--- src/rtl/rptx_pkg.sv ---
// Shared report-transmitter definitions, also imported by the pad-side receiver.
// Report width, pad ids, FSM state encoding.
package rptx_pkg;

    localparam int         REPORT_BITS     = 128;
    localparam int         BIT_IDX_W       = $clog2(REPORT_BITS);
    localparam logic [7:0] REPORT_ID_LEFT  = 8'h00;
    localparam logic [7:0] REPORT_ID_RIGHT = 8'h01;

    typedef logic [REPORT_BITS-1:0] report_t;

    typedef enum logic [1:0] {
        ST_IDLE,
        ST_LOW,
        ST_HIGH,
        ST_GAP
    } state_e;

endpackage

--- src/rtl/rptx_if.sv ---
// Report handoff into the transmitter: valid/ready, one report per handshake.
// The slave drops tx_ready while its holding register is occupied.
interface rptx_if;

    rptx_pkg::report_t tx_data;
    logic              tx_valid;
    logic              tx_ready;

    modport master (
        output tx_data,
        output tx_valid,
        input  tx_ready
    );

    modport slave (
        input  tx_data,
        input  tx_valid,
        output tx_ready
    );

endinterface

--- src/rtl/rptx_div.sv ---
// Half-period tick generator: tick_o high on the CLKDIV-th cycle after a clear or previous tick.
// No backpressure; clr_i restarts the count on the following cycle.
module rptx_div #(
    parameter int CLKDIV = 4
) (
    input  logic clk,
    input  logic resetn,
    input  logic clr_i,
    output logic tick_o
);

    localparam logic [7:0] CNT_LAST = 8'(CLKDIV - 1);

    logic [7:0] cnt_q;
    logic [7:0] cnt_d;

    assign tick_o = (cnt_q == CNT_LAST);

    always_comb begin
        cnt_d = cnt_q + 8'd1;
        if (clr_i || tick_o) begin
            cnt_d = '0;
        end
    end

    always_ff @(posedge clk) begin
        if (!resetn) begin
            cnt_q <= '0;
        end else begin
            cnt_q <= cnt_d;
        end
    end

endmodule

--- src/rtl/rptx.sv ---
// Serialises 128-bit pad reports MSB first on sclk/mosi; first sclk rise CLKDIV+2 cycles after acceptance.
// One held report plus one shifting; tx_ready low while the holding register is full.
module rptx
    import rptx_pkg::*;
#(
    parameter int CLKDIV = 4,
    parameter int GAP    = 16
) (
    input  logic    clk,
    input  logic    resetn,
    rptx_if.slave   tx,
    output logic    busy,
    output logic    sclk,
    output logic    mosi
);

    localparam logic [15:0]          GAP_LAST = (GAP > 0) ? 16'(GAP - 1) : 16'd0;
    localparam logic [BIT_IDX_W-1:0] BIT_LAST = BIT_IDX_W'(REPORT_BITS - 1);

    state_e               state_q;
    report_t              hold_q;
    report_t              shift_q;
    logic                 hold_vld_q;
    logic [BIT_IDX_W-1:0] bit_idx_q;
    logic [15:0]          gap_cnt_q;
    logic                 sclk_q;
    logic                 mosi_q;
    logic                 tick;
    logic                 div_clr;
    logic                 accept;

    // The divider free-runs only in LOW/HIGH; every LOW/HIGH entry follows a tick or IDLE.
    assign div_clr     = (state_q == ST_IDLE) || (state_q == ST_GAP);
    assign accept      = tx.tx_valid && !hold_vld_q;
    assign tx.tx_ready = !hold_vld_q;
    assign busy        = (state_q != ST_IDLE) || hold_vld_q;
    assign sclk        = sclk_q;
    assign mosi        = mosi_q;

    rptx_div #(
        .CLKDIV (CLKDIV)
    ) u_div (
        .clk    (clk),
        .resetn (resetn),
        .clr_i  (div_clr),
        .tick_o (tick)
    );

    always_ff @(posedge clk) begin
        if (!resetn) begin
            state_q    <= ST_IDLE;
            hold_q     <= '0;
            shift_q    <= '0;
            hold_vld_q <= 1'b0;
            bit_idx_q  <= '0;
            gap_cnt_q  <= '0;
            sclk_q     <= 1'b0;
            mosi_q     <= 1'b0;
        end else begin
            // Pins are retimed one cycle behind the FSM, so sclk and mosi keep their mutual alignment.
            sclk_q <= (state_q == ST_HIGH);
            mosi_q <= ((state_q == ST_LOW) || (state_q == ST_HIGH)) ? shift_q[REPORT_BITS-1] : 1'b0;

            case (state_q)
                ST_IDLE: begin
                    if (hold_vld_q) begin
                        shift_q    <= hold_q;
                        hold_vld_q <= 1'b0;
                        bit_idx_q  <= '0;
                        state_q    <= ST_LOW;
                    end
                end
                ST_LOW: begin
                    if (tick) begin
                        state_q <= ST_HIGH;
                    end
                end
                ST_HIGH: begin
                    if (tick) begin
                        if (bit_idx_q != BIT_LAST) begin
                            shift_q   <= {shift_q[REPORT_BITS-2:0], 1'b0};
                            bit_idx_q <= bit_idx_q + 1'b1;
                            state_q   <= ST_LOW;
                        end else if (GAP == 0) begin
                            state_q <= ST_IDLE;
                        end else begin
                            gap_cnt_q <= '0;
                            state_q   <= ST_GAP;
                        end
                    end
                end
                ST_GAP: begin
                    if (gap_cnt_q == GAP_LAST) begin
                        state_q <= ST_IDLE;
                    end else begin
                        gap_cnt_q <= gap_cnt_q + 16'd1;
                    end
                end
                default: state_q <= ST_IDLE;
            endcase

            if (accept) begin
                hold_q     <= tx.tx_data;
                hold_vld_q <= 1'b1;
            end
        end
    end

endmodule

--- src/flat_wrapper.sv ---
// flat-port wrapper written by rule: the top's interface ports become plain ports
module rptx_flat import rptx_pkg::*;
#(
    parameter int CLKDIV = 4,
    parameter int GAP    = 16
)
  (clk, resetn, busy, sclk, mosi, tx_tx_data, tx_tx_valid, tx_tx_ready);
  rptx_if tx_i ();
  input  logic clk;
  input  logic resetn;
  output logic busy;
  output logic sclk;
  output logic mosi;
  input wire logic [$bits(tx_i.tx_data)-1:0] tx_tx_data;
  input wire logic [$bits(tx_i.tx_valid)-1:0] tx_tx_valid;
  output wire logic [$bits(tx_i.tx_ready)-1:0] tx_tx_ready;
  assign tx_i.tx_data = tx_tx_data;
  assign tx_i.tx_valid = tx_tx_valid;
  assign tx_tx_ready = tx_i.tx_ready;
  rptx #(.CLKDIV(CLKDIV), .GAP(GAP)) u_core (.clk(clk), .resetn(resetn), .tx(tx_i), .busy(busy), .sclk(sclk), .mosi(mosi));
endmodule
--- config.mk ---
export PLATFORM = sky130hd
export DESIGN_NAME = rptx_flat
export DESIGN_NICKNAME = d
export VERILOG_FILES = /design/src/rtl/rptx_pkg.sv /design/src/rtl/rptx_if.sv /design/src/rtl/rptx_div.sv /design/src/rtl/rptx.sv /design/src/flat_wrapper.sv
export SDC_FILE = /design/constraint.sdc
export NUM_CORES = 1
export LEC_CHECK = 0
export CORE_AREA = 10 10 154 170
export DETAILED_ROUTE_END_ITERATION = 12
export DIE_AREA = 0 0 164 180
export PLACE_DENSITY = 0.85
export SLEW_MARGIN = 10
export SYNTH_ARGS = -nofsm -noshare
export SYNTH_HDL_FRONTEND = slang
export SYNTH_SLANG_ARGS = --single-unit
--- constraint.sdc ---
create_clock -name clk -period 5.4 [get_ports clk]
set_input_delay 0.54 -clock clk [delete_from_list [all_inputs] [get_ports clk]]
set_output_delay 0.54 -clock clk [all_outputs]
set_load 0.005 [all_outputs]
==> flow_summary.ini <==
[cts]
clock-sinks = 292
clkTransAtPathRegs_ns = 0.06
ctsResizeCount = 0
root_buffer = clkbuf_16
insertion_delay_ns = 0.53
cts_tree = yes
cts_buffer_depth = 3
numCtsBuffers = 29
htreeDepth = 1
cts_setup_buffers = 0
cts-hold-fix-buffers = 0

[cells_and_area]
area_delta_synth_final_pct = 19.88
fin_nets = 1566
num_antenna_cells = 0
instances_no_fill = 1747
drive_gt1_frac = 0.1327
register_area_mm2 = 0.005846
fill_cells = 1930
multi_input_area_mm2 = 0.005206

[yosys]
ys_ff_latch = 292
synth-async-reset-ratio = 0
yosysWarningCount = 0
synth_edf_count = 0
synthCells = 1364
syn_avg_cell_area_um2 = 8.466
seq_area_frac_synth = 0.5062
yosys.area.top_type_share = 0.5062
synth_top_area_cell = dfxtp_1
synth.distinct_cells = 56
syn-num-nets = 1502
synth_flop_cell = dfxtp_1
synth_area_leaders = dfxtp_1 (51%), o221a_2 (12%), nand2_1 (9.1%)
syn-cell-area_mm2 = 0.01155

[timing]
worst_slack_ns = 2.284
fmax_mhz = 320.9
rsz0062_at_grt = false
skew_ns = 0.007332
period_share = 0.5770
hold_viol = 0
layout_min_cycle_time_ns = 3.116
relSlewSlack = 0.1824
worstMarginPinSlew_ns = 1.221
totalNegativeSetupSlack_ns = 0
drv_slew = 0
setup_viol = 0

[drt]
wl_mm = 26.11
vias = 9582
vias_per_cell = 5.485
wl_per_cell_um = 14.95
drc_errors = 0
drt_pass1_iterations = 5
drtIter0Drc = 738
detail-route-antenna-nets = 0

[pwr]
ir_worst_vdd_mv = 0.2707
p_total_w = 0.005492
pwr-share-seq = 0.470
power.internal_w = 0.004064
power_leakage_nw = 5.391
power.share.clock = 0.364
switching_power_w = 0.001428
pwr_density_cell_mw_per_mm2 = 396.7
swShare = 0.2601
pwr-share-comb = 0.167

[setup_path]
startpoint_type = register
worst-setup-path-type = reg -> reg
cp.arrival_ns = 3.59
cp-end-kind = register
cp.required_ns = 5.87
path_max_fanout = 75

[floorplan]
rows = 58
start_util = 0.5100
fp.coreArea_mm2 = 0.02264
fp.dieArea_mm2 = 0.02952
die_w_um = 164
dieHeight_um = 180
io_pins = 135

[placement]
gp_congestion = 0.8582
numPortBuffers = 134
place_ws_ns = 2.234
dp_cells = 1697
dp.final_hpwl_mm = 16.56

[global_routing]
grt_pass1_vias = 9047
grt_max_degree = 196
grt_pass1_wl_mm = 42.93
overflow = 0
grt_usage = 0.1677
antenna_found_initial = 0

[flow_run]
cap_violations = 0

[min_path]
hold_path.class = reg -> reg

[run_status]
status = completed
worst paths after layout:
path | depth (start not counted) | end | from | slack (ns)
max | 7 | u_core.shift_q[26]$_SDFFE_PN0P_ | u_core.state_q[0]$_SDFFE_PN0P_ | 2.28
max reg2reg | 7 | u_core.shift_q[26]$_SDFFE_PN0P_ | u_core.state_q[0]$_SDFFE_PN0P_ | 2.28
min reg2reg | 1 | u_core.u_div.cnt_q[0]$_SDFF_PP0_ | u_core.u_div.cnt_q[0]$_SDFF_PP0_ | 0.44
min | 1 | u_core.u_div.cnt_q[0]$_SDFF_PP0_ | u_core.u_div.cnt_q[0]$_SDFF_PP0_ | 0.44
critical path: stages (launching register included):
cell and delay [ns]:
dfxtp_1 0.38, inv_1 0.09, ha_1 0.31, inv_1 0.19
nand3_4 0.51, nand2_4 0.87, buf_4 0.43, o221a_2 0.25
layer usage:
layer,vias up,global-route usage,routed length [um]
met4,0,0.04973,575
met2,203,0.2969,13100
met1,4502,0.2004,11200
met3,40,0.03016,1239
met5,-,0,0
li1,4837,-,-
flip-flops by register name (all words and copies together), names as in the netlist:
name and cells:
u_core.sclk 1, u_core.gap_cnt_q 16, u_core.bit_idx_q 7, u_core.u_div.cnt_q 8
u_core.shift_q 128, u_core.hold_vld_q 1, u_core.mosi 1, u_core.hold_q 128
u_core.state_q 2
power by group through the flow:
stage                     Clock [W]  Combinational (W)  Sequential, W
after floorplan                   0           0.000693        0.00257
after global placement            0           0.000889        0.00261
after detailed placement          0           0.000923        0.00261
after CTS                   0.00203           0.000925        0.00258
after global routing        0.00212            0.00103        0.00261
final                       0.00200           0.000916        0.00258
kinds of logic (layout without fill, tap and decap cells):
group | Yosys count | in the layout | synth area share
muxes | 1 | 1 | 0.0008669
buffers and inverters | 122 | 205 | 0.04572
DFF | 292 | 292 | 0.5062
AOI/OAI and AO/OA | 315 | 315 | 0.2180
adders and majority gates | 7 | 7 | 0.007584
and+or+nand+nor | 621 | 621 | 0.2170
xor gates and xnor gates | 6 | 6 | 0.004551
stage by stage:
step	hold WS [ns]	util	area, um^2
finish	0.4422	0.6114	13840
global route	0.4574	0.6114	13840
CTS	0.4456	0.6114	13840
detailed placement	0.4366	0.5694	12890
global placement	0.4240	0.5694	12890
floorplan	0.4132	-	11550
placed cells by master, fill, tap and decap left out, types with 5 or more instances in the layout:
cell,netlist,layout
clkbuf_1,61,8
dfxtp_1,292,292
and3_1,6,6
o221a_2,123,123
ha_1,7,7
clkbuf_16,0,29
nor2_1,277,277
nand3_1,20,19
clkbuf_8,0,6
nand2_1,281,280
nor3_1,7,7
o31ai_1,5,5
inv_1,10,10
buf_4,0,10
clkdlybuf4s50_1,0,134
o21a_1,5,5
nand4_1,5,5
o211ai_1,6,6
a21oi_1,139,139
synthesized netlist by cell type, types with 6 or more instances:
| cell type | n |
|---|---|
| o211ai_1 | 6 |
| dfxtp_1 | 292 |
| buf_1 | 19 |
| a21oi_1 | 139 |
| clkbuf_1 | 61 |
| nor2_1 | 277 |
| buf_2 | 26 |
| and3_1 | 6 |
| nand3_1 | 20 |
| nor3_1 | 7 |
| o221a_2 | 123 |
| ha_1 | 7 |
| nand2_1 | 281 |
| inv_1 | 10 |
area by class of cell:
type,count,share of cell area
Clock buffer,43,0.06056
Clock inverter,7,0.008134
Inverter,11,0.003525
Multi-Input combinational cell,950,0.3761
Sequential cell,292,0.4223
Tap cell,300,0.02711
Timing Repair Buffer,144,0.1023
Note: power is estimated with default switching activity, not from simulation.
